[config.mk]
export PLATFORM = sky130hd
export DESIGN_NAME = slave_serial_port
export DESIGN_NICKNAME = d
export VERILOG_FILES = /design/src/rtl/slave_serial_port.sv
export SDC_FILE = /design/constraint.sdc
export NUM_CORES = 1
export LEC_CHECK = 0
export ABC_AREA = 0
export ABC_CLOCK_PERIOD_IN_PS = 2550
export BUFFER_PORTS_ARGS = -buffer_cell sky130_fd_sc_hd__buf_4
export CAP_MARGIN = 20
export CORE_AREA = 8 8 135 137
export DETAILED_ROUTE_END_ITERATION = 6
export DIE_AREA = 0 0 143 145
export PLACE_DENSITY = 0.69
export SLEW_MARGIN = 20
export SYNTH_ARGS = -nofsm -noshare
export SYNTH_HDL_FRONTEND = slang
export SYNTH_SLANG_ARGS = --single-unit
[constraint.sdc]
create_clock -name clk -period 2.55 [get_ports clk]
set_input_delay 0.255 -clock clk [delete_from_list [all_inputs] [get_ports clk]]
set_output_delay 0.255 -clock clk [all_outputs]
set_load 0.02 [all_outputs]
[src/rtl/slave_serial_port.sv]
// slave_serial_port
// Slave-side responder on the bit-serial system bus. The slave receives
// write and read frames from the granted master. It keeps a small local
// register file, and it returns read data bit-serially, LSB first.
//
// Frame layout (every field LSB first):
//   MODE (1 = write, 0 = read), ADDR[ADDR_WIDTH], WDATA[DATA_WIDTH] on writes,
//   then one optional even-parity bit.
//
// Optional feature macro: SLAVE_PARITY_EN
//   Defined   : the frame carries a trailing parity bit (state PAR). A parity
//               mismatch drops the frame and pulses parity_err.
//   Undefined : there is no parity bit, and parity_err stays 0.
//
// Ports
//   clk          system clock; all logic runs on the rising edge
//   rst          synchronous reset, active-high
//   bus_valid    bus_data carries a frame bit this cycle
//   bus_data     serial frame bit from the master mux
//   slave_ready  the slave accepts frame bits this cycle
//   slave_valid  tx_data carries a read-data bit
//   tx_data      serial read data, LSB first
//   rx_done      one-cycle pulse when a write commits
//   parity_err   one-cycle pulse when a frame is dropped on a parity mismatch
module slave_serial_port #(
    parameter int ADDR_WIDTH = 4,
    parameter int DATA_WIDTH = 8,
    parameter int TIMEOUT    = 16
) (
    input  logic clk,
    input  logic rst,
    input  logic bus_valid,
    input  logic bus_data,
    output logic slave_ready,
    output logic slave_valid,
    output logic tx_data,
    output logic rx_done,
    output logic parity_err
);

    localparam int DEPTH = 1 << ADDR_WIDTH;
    localparam int MAXW  = (ADDR_WIDTH > DATA_WIDTH) ? ADDR_WIDTH : DATA_WIDTH;
    localparam int CNT_W = $clog2(MAXW + 1);
    localparam int GAP_W = $clog2(TIMEOUT + 2);

    typedef enum logic [2:0] {
        S_IDLE, S_ADDR, S_WDATA, S_PAR, S_COMMIT, S_RD_WAIT, S_TX
    } state_t;

    state_t                  state;
    logic [CNT_W-1:0]        bit_cnt;
    logic [GAP_W-1:0]        gap_cnt;
    logic                    is_write;
    logic                    par_acc;
    logic [ADDR_WIDTH-1:0]   addr;
    logic [DATA_WIDTH-1:0]   wdata;
    logic [DATA_WIDTH-1:0]   rdata;
    logic [DATA_WIDTH-1:0]   mem [DEPTH];

    logic accept;
    logic gap_expire;

    assign accept     = bus_valid && slave_ready;
    // Fires on the idle cycle that would bring the gap count up to TIMEOUT.
    assign gap_expire = (TIMEOUT != 0) && (gap_cnt == GAP_W'(TIMEOUT - 1));

    always_ff @(posedge clk) begin
        if (rst) begin
            state       <= S_IDLE;
            slave_ready <= 1'b0;
            slave_valid <= 1'b0;
            tx_data     <= 1'b0;
            rx_done     <= 1'b0;
            parity_err  <= 1'b0;
            bit_cnt     <= '0;
            gap_cnt     <= '0;
            is_write    <= 1'b0;
            par_acc     <= 1'b0;
            addr        <= '0;
            wdata       <= '0;
            rdata       <= '0;
            for (int i = 0; i < DEPTH; i++) mem[i] <= '0;
        end else begin
            rx_done    <= 1'b0;
            parity_err <= 1'b0;
            case (state)
                S_IDLE: begin
                    slave_ready <= 1'b1;
                    if (accept) begin
                        is_write <= bus_data;
                        par_acc  <= bus_data;
                        bit_cnt  <= '0;
                        gap_cnt  <= '0;
                        state    <= S_ADDR;
                    end
                end
                S_ADDR: begin
                    if (accept) begin
                        addr    <= (addr >> 1) | (ADDR_WIDTH'(bus_data) << (ADDR_WIDTH - 1));
                        par_acc <= par_acc ^ bus_data;
                        gap_cnt <= '0;
                        if (bit_cnt == CNT_W'(ADDR_WIDTH - 1)) begin
                            bit_cnt <= '0;
                            if (is_write) begin
                                state <= S_WDATA;
                            end else begin
`ifdef SLAVE_PARITY_EN
                                state <= S_PAR;
`else
                                state       <= S_RD_WAIT;
                                slave_ready <= 1'b0;
`endif
                            end
                        end else begin
                            bit_cnt <= bit_cnt + CNT_W'(1);
                        end
                    end else if (gap_expire) begin
                        state   <= S_IDLE;
                        gap_cnt <= '0;
                    end else begin
                        gap_cnt <= gap_cnt + GAP_W'(1);
                    end
                end
                S_WDATA: begin
                    if (accept) begin
                        wdata   <= (wdata >> 1) | (DATA_WIDTH'(bus_data) << (DATA_WIDTH - 1));
                        par_acc <= par_acc ^ bus_data;
                        gap_cnt <= '0;
                        if (bit_cnt == CNT_W'(DATA_WIDTH - 1)) begin
                            bit_cnt <= '0;
`ifdef SLAVE_PARITY_EN
                            state <= S_PAR;
`else
                            state       <= S_COMMIT;
                            slave_ready <= 1'b0;
                            rx_done     <= 1'b1;
`endif
                        end else begin
                            bit_cnt <= bit_cnt + CNT_W'(1);
                        end
                    end else if (gap_expire) begin
                        state   <= S_IDLE;
                        gap_cnt <= '0;
                    end else begin
                        gap_cnt <= gap_cnt + GAP_W'(1);
                    end
                end
                S_PAR: begin
                    // Even parity: the XOR of every frame bit, the parity bit included, must be 0.
                    if (accept) begin
                        gap_cnt <= '0;
                        if (par_acc ^ bus_data) begin
                            parity_err <= 1'b1;
                            state      <= S_IDLE;
                        end else if (is_write) begin
                            state       <= S_COMMIT;
                            slave_ready <= 1'b0;
                            rx_done     <= 1'b1;
                        end else begin
                            state       <= S_RD_WAIT;
                            slave_ready <= 1'b0;
                        end
                    end else if (gap_expire) begin
                        state   <= S_IDLE;
                        gap_cnt <= '0;
                    end else begin
                        gap_cnt <= gap_cnt + GAP_W'(1);
                    end
                end
                S_COMMIT: begin
                    mem[addr]   <= wdata;
                    state       <= S_IDLE;
                    slave_ready <= 1'b1;
                end
                S_RD_WAIT: begin
                    // Bit 0 goes straight to tx_data. The shift register keeps the rest.
                    tx_data     <= mem[addr][0];
                    rdata       <= mem[addr] >> 1;
                    slave_valid <= 1'b1;
                    bit_cnt     <= '0;
                    state       <= S_TX;
                end
                S_TX: begin
                    if (bit_cnt == CNT_W'(DATA_WIDTH - 1)) begin
                        slave_valid <= 1'b0;
                        tx_data     <= 1'b0;
                        bit_cnt     <= '0;
                        state       <= S_IDLE;
                        slave_ready <= 1'b1;
                    end else begin
                        tx_data <= rdata[0];
                        rdata   <= rdata >> 1;
                        bit_cnt <= bit_cnt + CNT_W'(1);
                    end
                end
                default: begin
                    state       <= S_IDLE;
                    slave_valid <= 1'b0;
                    slave_ready <= 1'b0;
                end
            endcase
        end
    end

endmodule

==> results of run 1 <==
[synthesized netlist by cell type (5+ instances only)]
| master | instances | area [um^2] |
|---|---|---|
| mux4_2 | 23 | 518.0 |
| dfxtp_1 | 42 | 840.8 |
| a22oi_1 | 13 | 97.59 |
| nor3_1 | 8 | 40.04 |
| a211oi_1 | 6 | 45.04 |
| and2_1 | 131 | 819.5 |
| nor2_1 | 46 | 172.7 |
| nand2b_1 | 5 | 31.28 |
| mux2i_1 | 8 | 80.08 |
| clkbuf_1 | 19 | 71.32 |
| edfxtp_1 | 128 | 3844 |
| nand3_1 | 10 | 50.05 |
| nand2_1 | 17 | 63.81 |
| mux4_1 | 11 | 289.0 |
| o21ai_0 | 29 | 145.1 |
| nor2b_1 | 5 | 31.28 |
| a21oi_1 | 30 | 150.1 |
[registers in the layout, indices dropped and copies added (netlist names), 3 cells and up, named ones only]
name,cells
mem,128
wdata,8
rdata,7
gap_cnt,5
addr,4
bit_cnt,4
state,3
[where the power goes]
group	internal (W)	switching (W)	total [W]
clock network	0.00148	0.00112	0.00259
logic	0.000133	0.000227	0.000360
registers	0.00308	0.0000697	0.00315
total	0.00469	0.00141	0.00611
[stage by stage]
stage               instances  cell area (um^2)
floorplan                 602              7878
global placement          821              8218
detailed placement        821              8218
CTS                       853              8807
global route              853              8807
finish                    853              8807
[worst max-delay path, cell delays in order (launching register included)]
cell and delay (ns):
dfxtp_1 0.44, nor2_1 0.39, and3_1 0.24, nand3b_1 0.27, nor2_1 0.58, and2_1 0.21
[cells in the final DEF, fill, tap and decap left out, types with 2 or more instances in the layout]
master	synthesis	final
buf_12	2	2
inv_1	4	4
mux4_1	11	11
clkbuf_1	19	2
a21boi_0	2	2
dfxtp_1	42	41
o21ai_0	29	29
clkbuf_16	0	19
nor3_2	4	4
nor4_1	3	3
nor2_1	46	46
clkinv_2	0	2
a21oi_1	30	30
inv_4	0	2
o311ai_0	2	2
mux4_2	23	23
mux2i_1	8	8
o211a_1	2	2
a211oi_1	6	6
buf_4	3	32
and2_1	131	131
nor3_1	8	8
nand3b_1	4	4
ha_1	2	2
or2_2	4	4
a22oi_1	13	13
edfxtp_1	128	128
nor2b_1	5	5
nand3_1	10	10
nand2b_1	5	5
inv_6	0	3
nand2_1	17	17
[routing by layer]
metal / wire [um] / vias up
met1: 7625 / 2499
met4: 491 / 0
met3: 908 / 36
met5: 0 / -
li1: - / 2274
met2: 8674 / 155
[layout make-up]
class | instances | share of cell area [%]
sequential | 170 | 53.20
multi-input combinational | 393 | 33.63
clock buffer | 21 | 5.484
clock inverter | 11 | 1.208
timing repair buffer | 34 | 3.182
tap | 220 | 3.125
inverter | 4 | 0.1705
[how the worst max path moves through the flow]
stage                        start          to  slack (ns)  depth (start not counted)
after floorplan           state[1]   mem[3][0]        0.40                          5
after global placement    state[0]  mem[13][7]        0.43                          5
after detailed placement  state[0]  mem[13][0]        0.37                          5
after CTS                 state[0]  mem[13][1]        0.36                          5
after global routing      state[0]  mem[13][5]        0.19                          5
final                     state[0]   mem[9][3]        0.28                          5
[cells by family (layout without fill, tap and decap cells)]
logic type	after synthesis	after routing	share of synthesized area [%]
buffers and inverters	39	70	2.938
AO/OA/AOI/OAI	98	98	7.719
multiplexers	42	42	11.26
adder cells (fa/ha/maj)	2	2	0.3176
XOR/XNOR	1	1	0.1112
flip-flops	170	170	59.47
AND/OR/NAND/NOR	250	250	18.19
==> flow_summary.yaml, run 1 <==
die:
  die-area_mm2: 0.02074
  core-area_mm2: 0.01617
  initial_utilization_pct: 48.71
  rows: 47
  fp.dieH_um: 145
  pin_count: 9
  die_w_um: 143
synth:
  synth_ff_type: "edfxtp_1"
  yosysWarnings: 0
  synth_edf_count: 128
  syn-num-nets: 608
  synth_cells: 602
  syn_avg_cell_area_um2: 13.09
  ys_ff_latch: 170
  yosysUniqueCellTypes: 61
  synth_seq_area_share_pct: 59.47
  syn_area_mm2: 0.007878
  synthArstFlopShare_pct: 0
layout:
  multi_input_area_mm2: 0.002962
  nets: 626
  seq_area_mm2: 0.004686
  postLayoutCoreUtil_pct: 54.46
  fillCellCount: 1327
  n_antenna_cell: 0
  syn2layout_area_growth_pct: 11.80
  drive_gt1_share_pct: 15.96
job:
  cap_violations: 0
timing:
  skew_ns: 0.006623
  hold_viol: 0
  min_period_ns: 2.269
  post-route-period-util_pct: 88.96
  finalMaxSlewViolations: 0
  holdWs_ns: 0.1410
  grt_setup_unrepaired: "false"
  worstMarginPinSlew_ns: 0.8297
  worst_slack_ns: 0.2814
  finalSetupViolCount: 0
  max_freq_ghz: 0.4408
  max-slew-margin-rel_pct: 44.61
  fin_setup_tns_ns: 0
pwr:
  p_per_area_mw_per_mm2: 693.5
  total_power_w: 0.006107
  cellLeakagePower_nw: 3.008
  peakVddDrop_uv: 468.6
grt:
  grt_max_degree: 28
  gr-usage-all-layers_pct: 17.87
  grt_pass1_vias: 5077
  grt_pass1_wl_um: 28150
  grtUsageMet1_pct: 22.95
  grtUsageMet3_pct: 3.642
  busiest_layer: "met2"
  antenna_found_initial: 0
  grt_overflow: 0
  met2_usage_pct: 28.66
route:
  drtIter0Drc: 506
  vias: 4964
  drt_first_pass_iters: 7
  vias_per_cell: 5.819
  drtAntennaViolNets: 0
  drc: 0
  routedWlPerCell_um: 20.75
  drt-total-wl_um: 17700
clocking:
  cts_buffers: 17
  cts_root_buf: "clkbuf_16"
  h-tree-depth: 4
  cts_hold_buf: 0
  ctsResizeCount: 0
  cts_tree: "built"
  path_clk_slew_ns: 0.07
  clk_latency_ns: 0.43
  clock_path_buffers: 2
  cts_sinks: 170
  postCtsSetupBuffers: 0
critical_path:
  r2r-start: "state[0]"
  crit_required_ns: 2.85
  startpoint_type: "flop"
  path_class: "flop to flop"
  timing.rr.end: "mem[9][3]"
  reg2regPathDepth: 5
  worstPathArrival_ns: 2.57
  endpoint_kind: "flop"
  r2r_setup_slack_ns: 0.28
  worstPathMaxFanout: 13
min_path:
  whs_path_depth: 3
  hp-class: "input port to flop"
  min_from: "bus_data"
  hold_end: "is_write"
placement:
  io_buffers: 8
  dp_hpwl_um: 11980
  place_ws_ns: 0.3718
  finalWeightedCongestion: 0.8744
outcome:
  status: "finished clean"
No activity file was read; power rests on OpenSTA's default activity.
==> inputs of run 2 (changes only) <==
--- a/config.mk
+++ b/config.mk
@@ -6,13 +6,13 @@
 export NUM_CORES = 1
 export LEC_CHECK = 0
 export ABC_AREA = 0
-export ABC_CLOCK_PERIOD_IN_PS = 2550
+export ABC_CLOCK_PERIOD_IN_PS = 2300
 export BUFFER_PORTS_ARGS = -buffer_cell sky130_fd_sc_hd__buf_4
 export CAP_MARGIN = 20
-export CORE_AREA = 8 8 135 137
+export CORE_AREA = 8 8 168 122
 export DETAILED_ROUTE_END_ITERATION = 6
-export DIE_AREA = 0 0 143 145
-export PLACE_DENSITY = 0.69
+export DIE_AREA = 0 0 176 130
+export PLACE_DENSITY = 0.63
 export SLEW_MARGIN = 20
 export SYNTH_ARGS = -nofsm -noshare
 export SYNTH_HDL_FRONTEND = slang
==> constraint.sdc (replaced) <==
create_clock -name clk -period 2.3 [get_ports clk]
set_input_delay 0.23 -clock clk [delete_from_list [all_inputs] [get_ports clk]]
set_output_delay 0.23 -clock clk [all_outputs]
set_load 0.02 [all_outputs]
==> flow_summary.yaml, run 2 (same netlist as run 1, synthesis figures left out) <==
outcome:
  status: "finished clean"
clocking:
  ctsResizeCount: 0
  h-tree-depth: 4
  postCtsSetupBuffers: 0
  clock_path_buffers: 2
  cts_buffers: 17
  cts_root_buf: "clkbuf_16"
  clk_latency_ns: 0.42
  cts_tree: "built"
  path_clk_slew_ns: 0.07
  cts_sinks: 170
layout:
  drive_gt1_share_pct: 17.26
  top_register: "mem"
  fin_area_mm2: 0.008899
  final_common_cell: "and2_1"
  top_regs: "mem (128), wdata (8), rdata (7)"
  largest_reg_flops: 128
  layout_common_cells: "131 x and2_1, 128 x edfxtp_1, 46 x nor2_1"
  syn2layout_area_growth_pct: 12.96
  nets: 636
route:
  drt-total-wl_um: 19080
  drtIter0Drc: 694
  vias_per_cell: 5.747
  vias: 5057
  routedWlPerCell_um: 21.68
  drtAntennaViolNets: 0
  drc: 0
  drt_first_pass_iters: 5
grt:
  gr-usage-all-layers_pct: 17.13
  grt_max_degree: 39
  antenna_found_initial: 0
  grt_pass1_vias: 4761
  grt_pass1_wl_um: 29330
  grt_overflow: 0
timing:
  skew_ns: 0.009513
  worstMarginPinSlew_ns: 0.8471
  max_freq_ghz: 0.4741
  min_period_ns: 2.109
  fin_setup_tns_ns: 0
  holdWs_ns: 0.1262
  finalMaxSlewViolations: 0
  worst_slack_ns: 0.1908
  grt_setup_unrepaired: "false"
  post-route-period-util_pct: 91.70
  max-slew-margin-rel_pct: 43.45
  hold_viol: 0
  finalSetupViolCount: 0
die:
  fp.dieH_um: 130
  pin_count: 9
  die-area_mm2: 0.02288
  rows: 41
  core-area_mm2: 0.01780
  die_w_um: 176
  initial_utilization_pct: 44.25
placement:
  io_buffers: 8
  finalWeightedCongestion: 0.8695
  dp_hpwl_um: 13250
  place_area_mm2: 0.008318
  place_ws_ns: 0.1876
pwr:
  peakVddDrop_uv: 454.8
  p_per_area_mw_per_mm2: 751.0
  cellLeakagePower_nw: 3.048
critical_path:
  startpoint_type: "flop"
  worstPathMaxFanout: 16
  worstPathArrival_ns: 2.40
  path_class: "flop to flop"
  endpoint_kind: "flop"
  crit_required_ns: 2.59
job:
  cap_violations: 0
min_path:
  hp-class: "input port to flop"
-- run 2: path summary, 6_finish.rpt --
| check | startpoint | endpoint | slack, ns | depth (start not counted) |
|---|---|---|---|---|
| worst max-delay path | flop | rdata[1] | 0.19 | 6 |
| worst min register to register | gap_cnt[4] | gap_cnt[4] | 0.47 | 1 |
| worst max register to register | flop | rdata[1] | 0.19 | 6 |
| worst min-delay path | bus_data | is_write | 0.13 | 3 |
-- run 2: critical path, cell delays in order, from the launching register on --
cell and delay [ns]:
dfxtp_2 0.45, buf_12 0.22, mux4_1 0.62, a22oi_1 0.27, a21oi_1 0.12, a211oi_1 0.22, nor3_1 0.08
-- run 2: repair_timing --
| item | CTS | global route |
|---|---|---|
| hold buffers | 1 | 0 |
| endpoints found under the hold margin | 1 | 0 |
| setup endpoints to repair | 0 | 0 |
-- run 2: final cells by class --
| cell class | count | area [um^2] |
|---|---|---|
| multi-input cells | 393 | 2962 |
| clock inverters | 12 | 111.4 |
| inverters | 4 | 15.01 |
| fillers | 1499 | 8902 |
| well taps | 236 | 295.3 |
| flip-flops and latches | 170 | 4686 |
| clock buffers | 20 | 456.7 |
| diodes | 1 | 2.502 |
| repair buffers | 44 | 370.4 |
-- run 2: report_power, final --
group	internal [W]	switching, W	total (W)	leakage (nW)
Sequential	0.00342	0.0000686	0.00349	1.57
Combinational	0.000165	0.000295	0.000460	1.20
Clock	0.00148	0.00126	0.00274	0.277
-- run 2: metrics by stage --
| stage | cells | utilization, % | total power, W |
|---|---|---|---|
| CTS | 879 | 49.98 | 0.006698 |
| finish | 880 | 49.99 | 0.006683 |
| floorplan | 602 | - | 0.003818 |
| detailed placement | 846 | 46.73 | 0.003995 |
| global route | 879 | 49.98 | 0.006881 |
| global placement | 846 | 46.73 | 0.003983 |
-- run 2: layer usage --
metal | up-vias | share of wire [%] | global-route usage [%]
li1 | 2294 | - | -
met1 | 2526 | 50 | 26.64
met2 | 217 | 41 | 23.09
met3 | 20 | 8.1 | 4.069
met4 | 0 | 0.98 | 4.672
met5 | - | 0 | 0
